===== config.mk =====
export PLATFORM = sky130hd
export DESIGN_NAME = rx_bit_unstuffer
export DESIGN_NICKNAME = d
export VERILOG_FILES = /design/src/rtl/rx_bit_unstuffer.sv
export SDC_FILE = /design/constraint.sdc
export NUM_CORES = 1
export LEC_CHECK = 0
export BUFFER_PORTS_ARGS = -buffer_cell sky130_fd_sc_hd__buf_2
export CAP_MARGIN = 40
export CORE_ASPECT_RATIO = 1.2
export CORE_MARGIN = 10
export CORE_UTILIZATION = 47
export CTS_BUF_LIST = sky130_fd_sc_hd__clkbuf_4 sky130_fd_sc_hd__clkbuf_8
export DETAILED_ROUTE_END_ITERATION = 8
export PLACE_DENSITY = 0.83
export SYNTH_ARGS = -nofsm -noshare
export SYNTH_HDL_FRONTEND = slang
export SYNTH_SLANG_ARGS = --single-unit

===== constraint.sdc =====
create_clock -name clk -period 1.3 [get_ports clk]
set_input_delay 0.195 -clock clk [delete_from_list [all_inputs] [get_ports clk]]
set_output_delay 0.195 -clock clk [all_outputs]
set_load 0.005 [all_outputs]

===== src/rtl/rx_bit_unstuffer.sv =====
// NRZI decoder and bit unstuffer for the full-speed receive path.
// Drops stuffed zeros, flags stuffing violations, assembles bytes LSB-first.
module rx_bit_unstuffer #(
   parameter int unsigned STUFF_LEN = 6
) (
   input  logic       clk,
   input  logic       n_rst,
   input  logic       rcving,
   input  logic       bit_strobe,
   input  logic       d_line,
   input  logic       eop,
   output logic       d_decoded,
   output logic       bit_valid,
   output logic       stuff_skip,
   output logic       stuff_error,
   output logic [2:0] ones_count,
   output logic [2:0] bit_index,
   output logic [7:0] rx_byte,
   output logic       byte_ready
);

   localparam logic [2:0] STUFF_MAX = 3'(STUFF_LEN);

   logic prev_line;
   logic dec;
   logic stuff_slot;

   assign dec        = (d_line == prev_line);
   assign stuff_slot = (ones_count == STUFF_MAX);

   always_ff @(posedge clk or negedge n_rst) begin
      if (!n_rst) begin
         prev_line   <= 1'b1;
         d_decoded   <= 1'b1;
         bit_valid   <= 1'b0;
         stuff_skip  <= 1'b0;
         stuff_error <= 1'b0;
         byte_ready  <= 1'b0;
         ones_count  <= 3'd0;
         bit_index   <= 3'd0;
         rx_byte     <= 8'h00;
      end else begin
         bit_valid  <= 1'b0;
         stuff_skip <= 1'b0;
         byte_ready <= 1'b0;
         if (!rcving) begin
            prev_line   <= 1'b1;
            d_decoded   <= 1'b1;
            stuff_error <= 1'b0;
            ones_count  <= 3'd0;
            bit_index   <= 3'd0;
            rx_byte     <= 8'h00;
         end else if (bit_strobe) begin
            if (eop) begin
               // rx_byte deliberately keeps the last partial/complete byte
               ones_count <= 3'd0;
               bit_index  <= 3'd0;
               prev_line  <= 1'b1;
            end else begin
               prev_line <= d_line;
               d_decoded <= dec;
               if (stuff_slot) begin
                  if (dec) begin
                     stuff_error <= 1'b1;
                  end else begin
                     stuff_skip <= 1'b1;
                     ones_count <= 3'd0;
                  end
               end else begin
                  bit_valid  <= 1'b1;
                  rx_byte    <= {dec, rx_byte[7:1]};
                  ones_count <= dec ? ones_count + 3'd1 : 3'd0;
                  bit_index  <= bit_index + 3'd1;
                  byte_ready <= (bit_index == 3'd7);
               end
            end
         end
      end
   end

endmodule


==> run metrics, run 1 <==
syn_area_per_cell around 13 sq um; Crit path largest cell delay roughly 0.4 ns; final setup TNS -1.81 ns; Critical Path RT between 1 and 1.5 ns; P_leak 0.649 nW; clock share of power 0.291; endpoint type of the worst setup path flop; Yosys top cell area share 0.522; worst setup margin -0.213 ns; RSZ-0062 raised after global routing yes; Worst Hold Class primary input to flop; hpwl dp 1370 um; switching part of the total 0.241; period utilization 1.16; RR Startpoint ones_count[0]$_DFFE_PN0P_; clock skew about 0.0080 ns; initial antenna violation count 0; RR Endpoint ones_count[0]$_DFFE_PN0P_; root buffer cell clkbuf_4; largest net degree at the start of global routing 21; CTS tree yes; via count 700; Top FF cell, synth dfrtp_1; Max-Cap Viols 0; Remaining DRCs 0; Final GP Congestion around 0.9; worst-path fanout max 3; Seq/Total Area, Yosys 0.583; EDFF count, synth 0; arrival time at the worst endpoint between 1.5 and 2 ns; 1st-iter DRT viols 3; htree depth 1; Rel. slew slack 0.713; Syn Nets 75; gr ovfl total 0; Slew @ Worst Pin between 0.4 and 0.5 ns; cell with the most instances after synthesis dfrtp_1; Int Power 0.849 mW; Seq pwr share 0.577; fin nets about 120; f_max between 600 and 700 MHz; ranking of synthesized cells by area dfrtp_1 (52%), a22o_1 (11%), dfstp_2 (6.1%); I/O Buffers 24; Slew Limit Fails 0; combinational share of power 0.132; IO Pins 25; Final Hold Viols 0; clock buffer depth 2; outcome finished, violations left; full die area 3960 sq um; Core Footprint around 1700 sq um; cts bufs inserted 3; post-synthesis cell type count 22; P&R area growth vs syn 41.9%; Util after Layout 0.728; crit path cell chain inv_2 > ha_4 > nand4b_1 > a22oi_2 > mux2_4; Setup Viol. Count Final 16; Commonest cells post-synth dfrtp_1 (18), a22o_1 (11), nand2_1 (6); reg2reg path depth 5; Setup crit start kind flop; clock transition at the registers of the reported paths about 0.10 ns; VDD IR-drop max between 700 and 800 uV; vias in the first global route slightly below 800; wire per inst 16.8 um; yosys warns 0; via/cell ratio approximately 5.6; iteration count of the initial detailed-routing pass 4; Worst-Skew Late Latency ~0.30 ns; Total Wirelength roughly 2100 um; CP max-delay cell dfrtp_1; share of post-route cells with drive strength above 1 0.533; Synth Instances 65; # clock sinks 20; Mapped Area ~860 sq um; R2R setup slack -0.21 ns; Worst Hold Depth 2; PD cells just over 900 nW/um^2; Synth area leader dfrtp_1; Initial Util 0.513; Overall Global Routing Usage 0.113; switching power 0.270 mW; flops & latches, synth 20; global-route wire length before repair 3530 um; Die W 59.1 um; min cycle time layout 1.51 ns; # diodes 0; die height 67.0 um; Hold Path Sink prev_line$_DFFE_PN1P_; Antenna Nets Post-Route 0; Post-synth ARST share 1.00; Row Count 16; failing checks negative setup slack; critical path class flop to flop; HP Start rcving
## cell type report
cell class                      count  area, sq um
Clock buffer                        4         30.0
Fill cell                         122          457
Inverter                            1         3.75
Multi-Input combinational cell     43          419
Sequential cell                    20          503
Tap cell                           18         22.5
Timing Repair Buffer               39          246
## worst max path at each step
stage,startpoint,endpoint,slack [ns],depth (start not counted)
2_1_floorplan,ones_count[0]$_DFFE_PN0P_,rx_byte[7]$_DFFE_PN0P_,-0.13,5
3_3_place_gp,ones_count[0]$_DFFE_PN0P_,bit_index[0]$_DFFE_PN0P_,-0.12,6
3_5_place_dp,ones_count[0]$_DFFE_PN0P_,bit_index[0]$_DFFE_PN0P_,-0.16,6
4_1_cts,ones_count[0]$_DFFE_PN0P_,ones_count[0]$_DFFE_PN0P_,-0.14,5
5_1_grt,ones_count[0]$_DFFE_PN0P_,ones_count[0]$_DFFE_PN0P_,-0.27,5
6_report,ones_count[0]$_DFFE_PN0P_,ones_count[0]$_DFFE_PN0P_,-0.21,5
## cell usage in the layout, fill, tap and decap left out
master | netlist | routed
nor2_1 | 1 | 1
o211ai_1 | 1 | 1
o21a_4 | 0 | 1
xor2_4 | 0 | 1
nor4_1 | 2 | 2
nand2b_1 | 3 | 3
inv_2 | 0 | 1
nor3_2 | 0 | 1
nor3_4 | 0 | 1
nand4b_1 | 1 | 1
and2_4 | 0 | 2
ha_1 | 4 | 3
nor3b_4 | 0 | 1
dlygate4sd3_1 | 0 | 1
buf_2 | 0 | 24
o21a_1 | 2 | 1
mux2_4 | 0 | 3
dfrtp_1 | 18 | 18
buf_6 | 0 | 3
mux2i_1 | 1 | 1
a22o_1 | 11 | 11
nand2_1 | 6 | 6
clkbuf_4 | 0 | 4
buf_4 | 1 | 11
o22ai_1 | 1 | 1
a22oi_2 | 1 | 1
dfstp_2 | 2 | 2
ha_4 | 0 | 1
## routing by layer
metal  share of wire  global-route usage  vias up
li1                -                   -      325
met3           0.079              0.0417        2
met2            0.50               0.182       28
met1            0.41               0.124      345
met4           0.012              0.0632        0
met5               0                   0        -
## through the flow
step	worst slack [ns]	power [mW]	instance area [sq um]	cells	hold WS (ns)
after CTS	-0.138	1.11	1170	124	0.124
after global placement	-0.123	0.766	1070	115	0.153
after detailed placement	-0.157	0.769	1070	115	0.161
after floorplan	-0.130	0.705	865	65	-0.101
final	-0.213	1.12	1220	125	0.119
after global routing	-0.270	1.16	1220	125	0.138
## cell families (layout without fill, tap and decap cells)
family,Yosys count,after routing,share of synthesized area
adders and majority gates,4,4,0.0580
and+or+nand+nor,18,18,0.117
AOI/OAI and AO/OA,16,16,0.159
DFF,20,20,0.583
muxes,4,4,0.0507
buffers and inverters,2,44,0.0130
xor gates and xnor gates,1,1,0.0188
## worst max-delay path: cells and delay by family (launching register included)
family / cells / cell delay, ns
buf+inv: 1 / 0.07
compound gates: 1 / 0.30
flops: 1 / 0.40
fa+ha+maj: 1 / 0.13
simple gates: 1 / 0.17
mux: 1 / 0.33
## state kept, by name (all words and copies together), names as in the netlist
name         flops
rx_byte          8
bit_index        3
ones_count       3
bit_valid        1
byte_ready       1
d_decoded        1
prev_line        1
stuff_error      1
stuff_skip       1
## power groups by stage
stage               combinational [mW]  sequential [mW]  clock, mW
floorplan                       0.0461            0.658          0
global placement                 0.110            0.656          0
detailed placement               0.113            0.656          0
CTS                              0.133            0.645      0.332
global route                     0.162            0.648      0.355
finish                           0.148            0.646      0.325
## repair_timing
action                     in CTS  in global routing
pin swaps                      10                  9
hold buffers                    1                  0
setup buffers                   3                  2
hold endpoints to repair       18                  0
gates cloned                    1                  0
setup endpoints to repair      15                 18
gates resized for setup        10                 10
(Power assumes the default switching activity.)
==> run 2: changes to the inputs <==
- CORE_UTILIZATION: 47 -> 52
- PLACE_DENSITY: 0.83 -> 0.87
- clock period: 1.3 -> 1.71 ns (I/O delays scaled with it)
==> run metrics, run 2 (same netlist as run 1, synthesis figures left out) <==
outcome completed (was finished, violations left); Crit path largest cell delay 0.43 ns (was 0.40 ns); Post-CTS Setup Bufs 0 (was 3); final setup TNS 0 ns (was -1.81 ns); via count 634 (was 700); worst setup margin 0.105 ns (was -0.213 ns); worst hold slack 0.190 ns (was 0.119 ns); Worst Hold Class primary input to flop (unchanged); Final GP Congestion 0.721 (was 0.897); combinational share of power 0.090 (was 0.132); Antenna Nets Post-Route 0 (unchanged); CTS tree yes (unchanged); Slew Limit Fails 0 (unchanged); P&R area growth vs syn 21.2% (was 41.9%); worst-path fanout max 8 (was 3); max FFs per register 8 (unchanged); clock skew 0.00318 ns (was 0.00796 ns); cts bufs inserted 3 (unchanged); Setup Viol. Count Final 0 (was 16); CP Buf/Inv Count 1 (unchanged); share of post-route cells with drive strength above 1 0.372 (was 0.533); Rel. slew slack 0.702 (was 0.713); arrival time at the worst endpoint 1.79 ns (was 1.71 ns); Overall Global Routing Usage 0.0997 (was 0.113); 1st-iter DRT viols 16 (was 3); initial antenna violation count 0 (unchanged); gr ovfl total 0 (unchanged); Top reg by flops rx_byte (unchanged); vias in the first global route 690 (was 794); Total Wirelength 1820 um (was 2100 um); Seq pwr share 0.615 (was 0.577); die height 64.6 um (was 67.0 um); IO Pins 25 (unchanged); full die area 3700 sq um (was 3960 sq um); Setup crit start kind flop (unchanged); R2R setup slack 0.10 ns (was -0.21 ns); PD cells 763 nW/um^2 (was 914 nW/um^2); VDD IR-drop max 551 uV (was 760 uV); most frequent cells in the layout buf_2 (24), dfrtp_1 (18), a22o_1 (11) (was buf_2 (24), dfrtp_1 (18), a22o_1 (11), buf_4 (11), nand2_1 (6)); RSZ-0062 raised after global routing no (was yes); min cycle time layout 1.61 ns (was 1.51 ns); # resized after CTS 0 (was 10); Slew @ Worst Pin 0.447 ns (was 0.431 ns); endpoint type of the worst setup path flop (unchanged); period utilization 0.939 (was 1.16); Final Hold Viols 0 (unchanged); # diodes 0 (unchanged); root buffer cell clkbuf_4 (unchanged); wire per inst 16.3 um (was 16.8 um); Critical Path RT 1.89 ns (was 1.49 ns); I/O Buffers 24 (unchanged); switching power 0.180 mW (was 0.270 mW); Die W 57.2 um (was 59.1 um); Row Count 16 (unchanged); clock transition at the registers of the reported paths 0.10 ns (about the same); largest net degree at the start of global routing 21 (unchanged); hpwl dp 1390 um (was 1370 um); clock buffer depth 2 (unchanged); switching part of the total 0.225 (was 0.241); critical path class flop to flop (unchanged); final instance area 1050 sq um (was 1220 sq um); crit-path leading delay family compound AO/OA/AOI/OAI gates (was flip-flops); Top Registers rx_byte (8), bit_index (3), ones_count (3) (unchanged); Initial Util 0.539 (was 0.513); global-route wire length before repair 3090 um (was 3530 um); commonest non-fill, non-tap cell in the layout buf_2 (unchanged); fin nets 105 (was 118); pre-CTS WS 0.125 ns (was -0.157 ns); # clock sinks 20 (unchanged); Worst-Skew Late Latency 0.29 ns (was 0.30 ns); clock share of power 0.294 (was 0.291); Fill cells 136 (was 122); Int Power 0.619 mW (was 0.849 mW); area of the multi-input gates 349 sq um (was 419 sq um); htree depth 1 (unchanged); Placed Area 1010 sq um (was 1070 sq um); crit path cell chain inv_1 > ha_1 > and2_1 > o21a_1 > a22o_1 (was inv_2 > ha_4 > nand4b_1 > a22oi_2 > mux2_4); f_max 623 MHz (was 661 MHz); P_leak 0.566 nW (was 0.649 nW); storage element area 503 sq um (unchanged); Max-Cap Viols 0 (unchanged); CP max-delay cell dfrtp_1 (unchanged); Core Footprint 1600 sq um (was 1680 sq um); iteration count of the initial detailed-routing pass 4 (unchanged); via/cell ratio 5.66 (was 5.60); Remaining DRCs 0 (unchanged)
[run 2: changes by cell type in the layout (fill, tap and decap cells not counted), moves of 2 or more]
cell / delta
nor3_1: +2
buf_4: -10
buf_6: -3
mux2_4: -3
mux2_1: +2
and2_4: -2
and2_1: +2
[run 2: per-layer routing]
metal / vias up / track usage / share of wire / wire [um]
met2: 28 / 0.162 / 0.49 / 895
met1: 302 / 0.115 / 0.42 / 761
met4: 0 / 0.0441 / 0.0033 / 6
li1: 302 / - / - / -
met3: 2 / 0.0351 / 0.088 / 161
met5: - / 0 / 0 / 0
[run 2: path summary, 6_finish.rpt]
| path | from | endpoint | cells past startpoint |
|---|---|---|---|
| worst min register to register | d_decoded$_DFFE_PN1P_ | d_decoded$_DFFE_PN1P_ | 2 |
| max in group asynchronous | n_rst | d_decoded$_DFFE_PN1P_ | 2 |
| worst max-delay path | ones_count[0]$_DFFE_PN0P_ | rx_byte[7]$_DFFE_PN0P_ | 5 |
| min in group asynchronous | n_rst | rx_byte[3]$_DFFE_PN0P_ | 2 |
| worst max register to register | ones_count[0]$_DFFE_PN0P_ | rx_byte[7]$_DFFE_PN0P_ | 5 |
| worst min-delay path | rcving | prev_line$_DFFE_PN1P_ | 2 |
[run 2: repair_timing]
item	in CTS	in global routing
hold buffers	1	0
endpoints found under the hold margin	18	0
setup endpoints to repair	0	0
[run 2: worst reg2reg max path, cell delays in order, from the launching register on]
cell     delay (ns)
dfrtp_1        0.43
inv_1          0.07
ha_1           0.23
and2_1         0.22
o21a_1         0.29
a22o_1         0.26
[run 2: final cells by class]
cell class / instances / share of cell area
timing repair buffer: 26 / 0.132
clock buffer: 4 / 0.0287
inverter: 1 / 0.00359
tap: 18 / 0.0215
sequential: 20 / 0.481
multi-input combinational: 43 / 0.334
[run 2: through the flow]
step | utilization | power [mW] | cells
after detailed placement | 0.628 | 0.572 | 107
after CTS | 0.653 | 0.817 | 112
after floorplan | - | 0.535 | 65
after global routing | 0.653 | 0.837 | 112
final | 0.653 | 0.799 | 112
after global placement | 0.628 | 0.569 | 107
[run 2: power by group through the flow]
| stage | Combinational, mW | Sequential (mW) | Clock, mW |
|---|---|---|---|
| after detailed placement | 0.0720 | 0.500 | 0 |
| after global routing | 0.0813 | 0.492 | 0.263 |
| after floorplan | 0.0346 | 0.501 | 0 |
| after CTS | 0.0740 | 0.491 | 0.251 |
| final | 0.0721 | 0.491 | 0.235 |
| after global placement | 0.0691 | 0.500 | 0 |
